$ cat config.mk
export PLATFORM = sky130hd
export DESIGN_NAME = jk_bank_scheduler_flat
export DESIGN_NICKNAME = d
export VERILOG_FILES = /design/src/rtl/jk_bank_scheduler_if.sv /design/src/rtl/jk_bank_scheduler.sv /design/src/flat_wrapper.sv
export SDC_FILE = /design/constraint.sdc
export NUM_CORES = 1
export LEC_CHECK = 0
export CORE_MARGIN = 2
export CORE_UTILIZATION = 49
export DETAILED_ROUTE_END_ITERATION = 6
export MAX_ROUTING_LAYER = met4
export PLACE_DENSITY = 0.83
export SYNTH_ARGS = -nofsm -noshare
export SYNTH_HDL_FRONTEND = slang
export SYNTH_SLANG_ARGS = --single-unit
$ cat constraint.sdc
create_clock -name clk -period 2.7 [get_ports clk]
set_input_delay 0.54 -clock clk [delete_from_list [all_inputs] [get_ports clk]]
set_output_delay 0.54 -clock clk [all_outputs]
set_load 0.02 [all_outputs]
$ cat src/rtl/jk_bank_scheduler_if.sv
// Command/readback bundle between two requesters, the scheduler and one JK register bank.
// master = requesters plus bank readback side, slave = the scheduler.
interface jk_bank_scheduler_if #(
    parameter int WIDTH     = 4,
    parameter int ERR_CNT_W = 8
);
    logic                 a_valid;
    logic [1:0]           a_cmd;
    logic [WIDTH-1:0]     a_mask;
    logic                 a_ready;
    logic                 b_valid;
    logic [1:0]           b_cmd;
    logic [WIDTH-1:0]     b_mask;
    logic                 b_ready;
    logic [WIDTH-1:0]     j_out;
    logic [WIDTH-1:0]     k_out;
    logic [WIDTH-1:0]     q_in;
    logic                 busy;
    logic                 done;
    logic                 done_id;
    logic                 err;
    logic [ERR_CNT_W-1:0] err_count;

    modport master (
        output a_valid, a_cmd, a_mask, b_valid, b_cmd, b_mask, q_in,
        input  a_ready, b_ready, j_out, k_out, busy, done, done_id, err, err_count
    );

    modport slave (
        input  a_valid, a_cmd, a_mask, b_valid, b_cmd, b_mask, q_in,
        output a_ready, b_ready, j_out, k_out, busy, done, done_id, err, err_count
    );
endinterface

$ cat src/rtl/jk_bank_scheduler.sv
// Round-robin scheduler for one shared JK bank: grant (T), drive J/K (T+1), verify Q (T+2), report (T+3).
// Ready only in IDLE; nothing is queued, a requester not granted simply retries.
module jk_bank_scheduler #(
    parameter int WIDTH     = 4,
    parameter int ERR_CNT_W = 8
) (
    input  logic                 clk,
    input  logic                 rst,
    jk_bank_scheduler_if.slave   bus
);
    typedef enum logic [1:0] {IDLE = 2'd0, APPLY = 2'd1, CHECK = 2'd2} state_t;

    state_t               state_q;
    logic                 rr_q;        // 0: A has priority, 1: B has priority
    logic                 id_q;
    logic [WIDTH-1:0]     j_q, k_q;
    logic [WIDTH-1:0]     exp_q;
    logic                 done_q, done_id_q, err_q;
    logic [ERR_CNT_W-1:0] err_count_q;

    logic                 a_rdy, b_rdy;
    logic [1:0]           sel_cmd;
    logic [WIDTH-1:0]     sel_mask;
    logic [WIDTH-1:0]     j_d, k_d, exp_d;
    logic [ERR_CNT_W-1:0] err_count_d;
    logic                 mismatch;

    assign a_rdy = (state_q == IDLE) & bus.a_valid & (~bus.b_valid | ~rr_q);
    assign b_rdy = (state_q == IDLE) & bus.b_valid & (~bus.a_valid |  rr_q);

    assign sel_cmd  = b_rdy ? bus.b_cmd  : bus.a_cmd;
    assign sel_mask = b_rdy ? bus.b_mask : bus.a_mask;

    // cmd[1] is J, cmd[0] is K; the latched J/K pair is the latched command and mask.
    assign j_d = sel_mask & {WIDTH{sel_cmd[1]}};
    assign k_d = sel_mask & {WIDTH{sel_cmd[0]}};

    // Characteristic JK equation applied to the Q sampled at the handshake.
    assign exp_d = (j_d & ~bus.q_in) | (~k_d & bus.q_in);

    assign mismatch    = (bus.q_in != exp_q);
    assign err_count_d = (&err_count_q) ? err_count_q : err_count_q + 1'b1;

    always_ff @(posedge clk) begin
        if (rst) begin
            state_q     <= IDLE;
            rr_q        <= 1'b0;
            id_q        <= 1'b0;
            j_q         <= '0;
            k_q         <= '0;
            exp_q       <= '0;
            done_q      <= 1'b0;
            done_id_q   <= 1'b0;
            err_q       <= 1'b0;
            err_count_q <= '0;
        end else begin
            done_q <= 1'b0;
            err_q  <= 1'b0;
            j_q    <= '0;
            k_q    <= '0;
            case (state_q)
                IDLE: begin
                    if (a_rdy | b_rdy) begin
                        j_q     <= j_d;
                        k_q     <= k_d;
                        exp_q   <= exp_d;
                        id_q    <= b_rdy;
                        rr_q    <= ~b_rdy;
                        state_q <= APPLY;
                    end
                end
                APPLY: state_q <= CHECK;
                CHECK: begin
                    done_q    <= 1'b1;
                    done_id_q <= id_q;
                    err_q     <= mismatch;
                    if (mismatch) err_count_q <= err_count_d;
                    state_q   <= IDLE;
                end
                default: state_q <= IDLE;
            endcase
        end
    end

    assign bus.a_ready   = a_rdy;
    assign bus.b_ready   = b_rdy;
    assign bus.j_out     = j_q;
    assign bus.k_out     = k_q;
    assign bus.busy      = (state_q != IDLE);
    assign bus.done      = done_q;
    assign bus.done_id   = done_id_q;
    assign bus.err       = err_q;
    assign bus.err_count = err_count_q;
endmodule

$ cat src/flat_wrapper.sv
// flat-port wrapper written by rule: the top's interface ports become plain ports
module jk_bank_scheduler_flat 
#(
    parameter int WIDTH     = 4,
    parameter int ERR_CNT_W = 8
)
  (clk, rst, bus_a_valid, bus_a_cmd, bus_a_mask, bus_b_valid, bus_b_cmd, bus_b_mask, bus_q_in, bus_a_ready, bus_b_ready, bus_j_out, bus_k_out, bus_busy, bus_done, bus_done_id, bus_err, bus_err_count);
  jk_bank_scheduler_if #(.WIDTH(WIDTH), .ERR_CNT_W(ERR_CNT_W)) bus_i ();
  input  logic clk;
  input  logic rst;
  input wire logic [$bits(bus_i.a_valid)-1:0] bus_a_valid;
  input wire logic [$bits(bus_i.a_cmd)-1:0] bus_a_cmd;
  input wire logic [$bits(bus_i.a_mask)-1:0] bus_a_mask;
  input wire logic [$bits(bus_i.b_valid)-1:0] bus_b_valid;
  input wire logic [$bits(bus_i.b_cmd)-1:0] bus_b_cmd;
  input wire logic [$bits(bus_i.b_mask)-1:0] bus_b_mask;
  input wire logic [$bits(bus_i.q_in)-1:0] bus_q_in;
  output wire logic [$bits(bus_i.a_ready)-1:0] bus_a_ready;
  output wire logic [$bits(bus_i.b_ready)-1:0] bus_b_ready;
  output wire logic [$bits(bus_i.j_out)-1:0] bus_j_out;
  output wire logic [$bits(bus_i.k_out)-1:0] bus_k_out;
  output wire logic [$bits(bus_i.busy)-1:0] bus_busy;
  output wire logic [$bits(bus_i.done)-1:0] bus_done;
  output wire logic [$bits(bus_i.done_id)-1:0] bus_done_id;
  output wire logic [$bits(bus_i.err)-1:0] bus_err;
  output wire logic [$bits(bus_i.err_count)-1:0] bus_err_count;
  assign bus_i.a_valid = bus_a_valid;
  assign bus_i.a_cmd = bus_a_cmd;
  assign bus_i.a_mask = bus_a_mask;
  assign bus_i.b_valid = bus_b_valid;
  assign bus_i.b_cmd = bus_b_cmd;
  assign bus_i.b_mask = bus_b_mask;
  assign bus_i.q_in = bus_q_in;
  assign bus_a_ready = bus_i.a_ready;
  assign bus_b_ready = bus_i.b_ready;
  assign bus_j_out = bus_i.j_out;
  assign bus_k_out = bus_i.k_out;
  assign bus_busy = bus_i.busy;
  assign bus_done = bus_i.done;
  assign bus_done_id = bus_i.done_id;
  assign bus_err = bus_i.err;
  assign bus_err_count = bus_i.err_count;
  jk_bank_scheduler #(.WIDTH(WIDTH), .ERR_CNT_W(ERR_CNT_W)) u_core (.clk(clk), .rst(rst), .bus(bus_i));
endmodule
# After elaboration in Yosys (flattened, before gate mapping)
# Index checks and enable logic that the tools add are counted.
[op_classes]
div = 0
n_reduce_logical = 7
multipliers = 0
bitwise_logic = 22
n_addsub = 1
shifts = 0
n_eq_ne = 4
mux = 5
order_cmp = 0
[op_table]
columns = ["operator", "count"]
rows = [
  ["4-bit AND", 4],
  ["8-bit by 1-bit adder with 8-bit output, second input constant", 1],
  ["1-bit inverter", 8],
  ["4-bit inverter", 2],
  ["8-bit AND reduction", 1],
  ["1-bit AND", 4],
  ["2-bit two-way mux", 2],
  ["4-bit two-way mux", 1],
  ["4-bit inequality test", 1],
  ["4-bit bitwise OR", 1],
  ["2-bit case mux with 2 select lines", 1],
  ["1-bit bitwise OR", 3],
  ["3-bit AND reduction", 1],
  ["3-bit OR reduction", 1],
  ["2-bit by 1-bit equality test with 1-bit output, second input constant", 1],
  ["2-bit equality test, second input constant", 1],
  ["2-bit logical NOT", 1],
  ["2-bit inequality test, second input constant", 1],
  ["2-bit AND reduction", 1],
  ["2-bit nonzero test", 1],
  ["2-bit OR reduction", 1],
  ["1-bit two-way mux", 1],
]
[word_totals]
inputBits = 20
latchBits = 0
reg_bits = 27
memories = 0
ram_bits = 0
romBits = 0
wordCells = 49
output_inout_bits = 22

# Depth between registers and ports, before layout
[depth]
ltp_word = 8
depth_mapped = 6
depth_no_buf = 5

# Worst setup path before layout
# Ideal clock, no wire load.
[synth_path]
path_type = "input port to flip-flop"
startpoint = "in bus_b_valid"
endpoint = "reg u_core.exp_q[2]"
setup_ns = 0.140
required_time_ns = 2.560
path_slack_ns = 0.891
t_arrival_ns = 1.669
cell_stages = 5
cell_sequence = "buf_6 > or3b_4 > o31a_2 > a211oi_1 > o22ai_1"
[synth_between]
elab_chain_len = 7
word_cells_on_any_way = 15
[synth_rtl]
columns = ["element", "line", "text"]
rows = [
  ["from (decl)", "flat_wrapper.sv:14", "input wire logic [$bits(bus_i.b_valid)-1:0] bus_b_valid;"],
  ["1-bit AND (2 in series)", "jk_bank_scheduler.sv:29", "assign b_rdy = (state_q == IDLE) & bus.b_valid & (~bus.a_valid | rr_q);"],
  ["4-bit two-way mux or 2-bit two-way mux (tied branches)", "jk_bank_scheduler.sv:32, jk_bank_scheduler.sv:31", ""],
  ["4-bit AND", "jk_bank_scheduler.sv:36", "assign k_d = sel_mask & {WIDTH{sel_cmd[0]}};"],
  ["4-bit inverter", "jk_bank_scheduler.sv:39", "assign exp_d = (j_d & ~bus.q_in) | (~k_d & bus.q_in);"],
  ["4-bit AND", "jk_bank_scheduler.sv:39", ""],
  ["4-bit bitwise OR", "jk_bank_scheduler.sv:39", ""],
  ["to (signal assigned)", "jk_bank_scheduler.sv:66", "exp_q <= exp_d;"],
  ["to (decl)", "jk_bank_scheduler.sv:17", "logic [WIDTH-1:0] exp_q;"],
]
# Several ways; a longest one is shown, not always the timed one.
# A chain may end at the register's enable or synchronous reset.

# Worst setup path after layout
[layout_path]
startpoint = "in bus_b_valid"
endpoint = "out bus_a_ready"
[layout_between]
elab_chain_len = 3
[layout_rtl]
columns = ["element", "line", "text"]
rows = [
  ["1-bit inverter", "jk_bank_scheduler.sv:28", "assign a_rdy = (state_q == IDLE) & bus.a_valid & (~bus.b_valid | ~rr_q);"],
  ["1-bit bitwise OR", "jk_bank_scheduler.sv:28", ""],
  ["1-bit AND", "jk_bank_scheduler.sv:28", ""],
  ["to (decl)", "flat_wrapper.sv:18", "output wire logic [$bits(bus_i.a_ready)-1:0] bus_a_ready;"],
]
# No other way between the ends.

==> results.py <==
metrics = {
    "outcome": {
        "status": "finished, final reports clean",
    },
    "yosys": {
        "avgSynthCellArea_um2": 8.77,
        "ys_seq_area_share_pct": 40.0,
        "synth_edf_count": 0,
        "synth_seq_cells": 27,
        "syn_area_um2": 1350,
        "postSynth.asyncResetShare_pct": 0,
        "synth_cell_type_count": 39,
        "yosys_warnings": 0,
        "syn_nets": 175,
        "synthCells": 154,
        "synthFlopType": "dfxtp_1",
    },
    "sta": {
        "min_period_over_period_pct": 94.7,
        "setup_viol": 0,
        "tightest_slew_ns": 0.680,
        "fin_setup_tns_ns": 0,
        "relSlewSlack_pct": 54.5,
        "fmax_mhz": 391,
        "finalHoldViolations": 0,
        "rsz0062_at_grt": "false",
        "setup_slack_ns": 0.144,
        "finClkSkew_ns": 0.00658,
        "drv_slew": 0,
        "period_minus_slack_ns": 2.56,
    },
    "final_layout": {
        "fillers": 229,
        "area_growth_syn_to_layout_pct": 34.6,
        "fin_cells": 229,
        "ff_latch_area_um2": 541,
        "nNetsFinal": 220,
        "antenna_cells": 0,
        "layout-drive-gt1-share_pct": 7.58,
        "postLayoutCoreUtil_pct": 67.6,
        "multi_input_area_um2": 726,
    },
    "critical_path": {
        "critPathMostFrequentCell": "clkdlybuf4s50_1",
        "end_kind": "output pin",
        "crit_path_start_kind": "primary input",
        "crit_slowest_cell": "clkdlybuf4s50_1",
        "arrival_ns": 2.02,
        "cp_max_fo": 8,
        "cp.required_ns": 2.16,
        "crit_family": "buffers and inverters",
        "worst-path-buf-inv": 2,
        "crit_chain": "clkdlybuf4s50_1, and2_2, nor2_1, clkdlybuf4s50_1",
        "critical-path-max-stage-delay_ns": 0.60,
        "crit_type": "in -> out",
    },
    "cts": {
        "path_clk_slew_ns": 0.14,
        "root_buffer": "clkbuf_4",
        "cts_tree": "done",
        "insertion_delay_ns": 0.32,
        "cts_buffers": 3,
        "post_cts_buffers": 0,
        "ctsHtreeMaxLevel": 1,
        "clock_sinks": 27,
        "cts_max_path_buffers": 2,
        "postCtsHoldBufs": 0,
        "cts_resized": 0,
    },
    "placed_design": {
        "hpwl_mm": 2.70,
        "place.gp.congestion": 0.903,
        "io_buffers": 41,
        "place_ws_ns": 0.139,
        "placed_cells": 225,
    },
    "floorplanning": {
        "io_pins": 42,
        "rows": 19,
        "dieArea_um2": 3190,
        "die_h_um": 56.5,
        "core_area_um2": 2690,
        "die_x_um": 56.5,
        "start_util_pct": 50.3,
    },
    "routing": {
        "wl_mm": 3.55,
        "drtIter0Drc": 71,
        "vias": 1365,
        "route.detailed.wl_per_inst_um": 15.5,
        "first_pass_iters": 6,
        "ant_nets": 0,
        "viasPerCell": 5.96,
        "drc": 0,
    },
    "global_routing": {
        "antenna_found_initial": 0,
        "grt_pass1_wl_mm": 5.88,
        "grt_overflow": 0,
        "grt_util_met1_pct": 28.8,
        "met3_usage_pct": 4.15,
        "grt_use_met2_pct": 39.9,
        "grt_pass1_vias": 1307,
        "grt_max_degree": 16,
        "grt_use_total_pct": 23.9,
        "busiest_layer": "met2",
    },
    "power_and_ir_drop": {
        "p_int_mw": 0.567,
        "power_mw": 0.808,
        "pwr-share-seq_pct": 53.3,
        "p_sw_share_pct": 29.8,
        "clockPowerShare_pct": 21.9,
        "comb_power_share_pct": 24.8,
        "powerDensity_nw_per_um2": 445,
        "peakVddDrop_mv": 0.355,
        "p_leak_nw": 0.650,
        "p_sw_mw": 0.241,
    },
    "flow_run": {
        "cap_violations": 0,
    },
    "min_path": {
        "holdCritPathClass": "reg -> reg",
    },
}
## layout by cell type (no fill, tap or decap), drive strengths merged, types with 5 or more instances in the layout
cell / synthesis / layout
mux2i: 5 / 5
nor2: 14 / 14
a21oi: 11 / 11
a311oi: 7 / 7
buf: 4 / 5
or4: 5 / 5
nand2: 10 / 10
nand3: 8 / 8
clkdlybuf4s50: 0 / 41
inv: 10 / 10
o21ai: 7 / 7
dfxtp: 27 / 27
## registers in the layout, summed over array words and instances (netlist names)
name / cells
u_core.id_q: 1
u_core.bus.done: 1
u_core.bus.k_out: 4
u_core.rr_q: 1
u_core.bus.err_count: 8
u_core.bus.err: 1
u_core.bus.done_id: 1
u_core.state_q: 2
u_core.exp_q: 4
u_core.bus.j_out: 4
## cell families after synthesis
family | share of synthesized area, %
XOR/XNOR | 2.59
AO/OA/AOI/OAI | 22.2
multiplexers | 4.54
buffers and inverters | 6.21
flip-flops | 40.0
AND/OR/NAND/NOR | 23.5
adder cells (fa/ha/maj) | 0.927
## worst reg2reg max path, delay by kind of cell, from the launching register on
| family | cells | cell delay [ns] |
|---|---|---|
| adder cells (fa/ha/maj) | 1 | 0.25 |
| multiplexers | 1 | 0.29 |
| flip-flops | 1 | 0.44 |
| AND/OR/NAND/NOR | 3 | 0.68 |
## routing by layer
metal  routed length (µm)  share of wire, %
met1                 1540                43
met2                 1730                49
met3                  222               6.3
met4                   53               1.5
met5                    0                 0
## Yosys cell counts (all sizes together) (2+ instances only)
cell type	n	area [µm²]
o41ai	3	45.1
nor2b	3	18.8
nor2	14	55.1
and2	2	13.8
a311oi	7	61.3
nand4	3	18.8
a21o	2	15.0
or3b	2	20.0
xor2	4	35.0
nand3	8	45.0
nand2	10	37.5
clkbuf	2	7.51
inv	10	37.5
nor3	4	20.0
nand2b	2	12.5
dfxtp	27	541
o211ai	2	15.0
a21oi	11	55.1
buf	4	38.8
o21ai	7	35.0
or4	5	37.5
nor4	3	18.8
o31ai	3	22.5
o32ai	3	26.3
mux2i	5	50.1
## final timing paths
path / startpoint / end / slack [ns] / depth (start not counted)
worst max-delay path: bus_b_valid / bus_a_ready / 0.14 / 4
worst min-delay path: u_core.exp_q[0]$_SDFFE_PP0P_ / u_core.exp_q[0]$_SDFFE_PP0P_ / 0.48 / 2
worst max register to register: u_core.bus.err_count[0]$_SDFFE_PP0P_ / u_core.bus.err_count[5]$_SDFFE_PP0P_ / 0.95 / 5
worst min register to register: u_core.exp_q[0]$_SDFFE_PP0P_ / u_core.exp_q[0]$_SDFFE_PP0P_ / 0.48 / 2
## through the flow
stage | area [µm²] | hold slack, ns
after global placement | 1790 | 0.458
after detailed placement | 1790 | 0.459
final | 1820 | 0.476
after floorplan | 1350 | 0.444
after global routing | 1820 | 0.507
after CTS | 1820 | 0.479
## power by group through the flow
stage / combinational, mW / sequential [mW] / clock, mW
after floorplan: 0.102 / 0.446 / 0
after detailed placement: 0.197 / 0.439 / 0
after CTS: 0.200 / 0.430 / 0.175
after global routing: 0.216 / 0.433 / 0.188
final: 0.201 / 0.431 / 0.177
after global placement: 0.194 / 0.438 / 0
## final cells by class
| class | count | share of cell area [%] |
|---|---|---|
| flip-flops and latches | 27 | 29.8 |
| repair buffers | 46 | 24.7 |
| inverters | 10 | 2.07 |
| clock buffers | 4 | 1.45 |
| well taps | 31 | 2.13 |
| multi-input cells | 111 | 39.9 |
No activity file was read; power rests on OpenSTA's default activity.
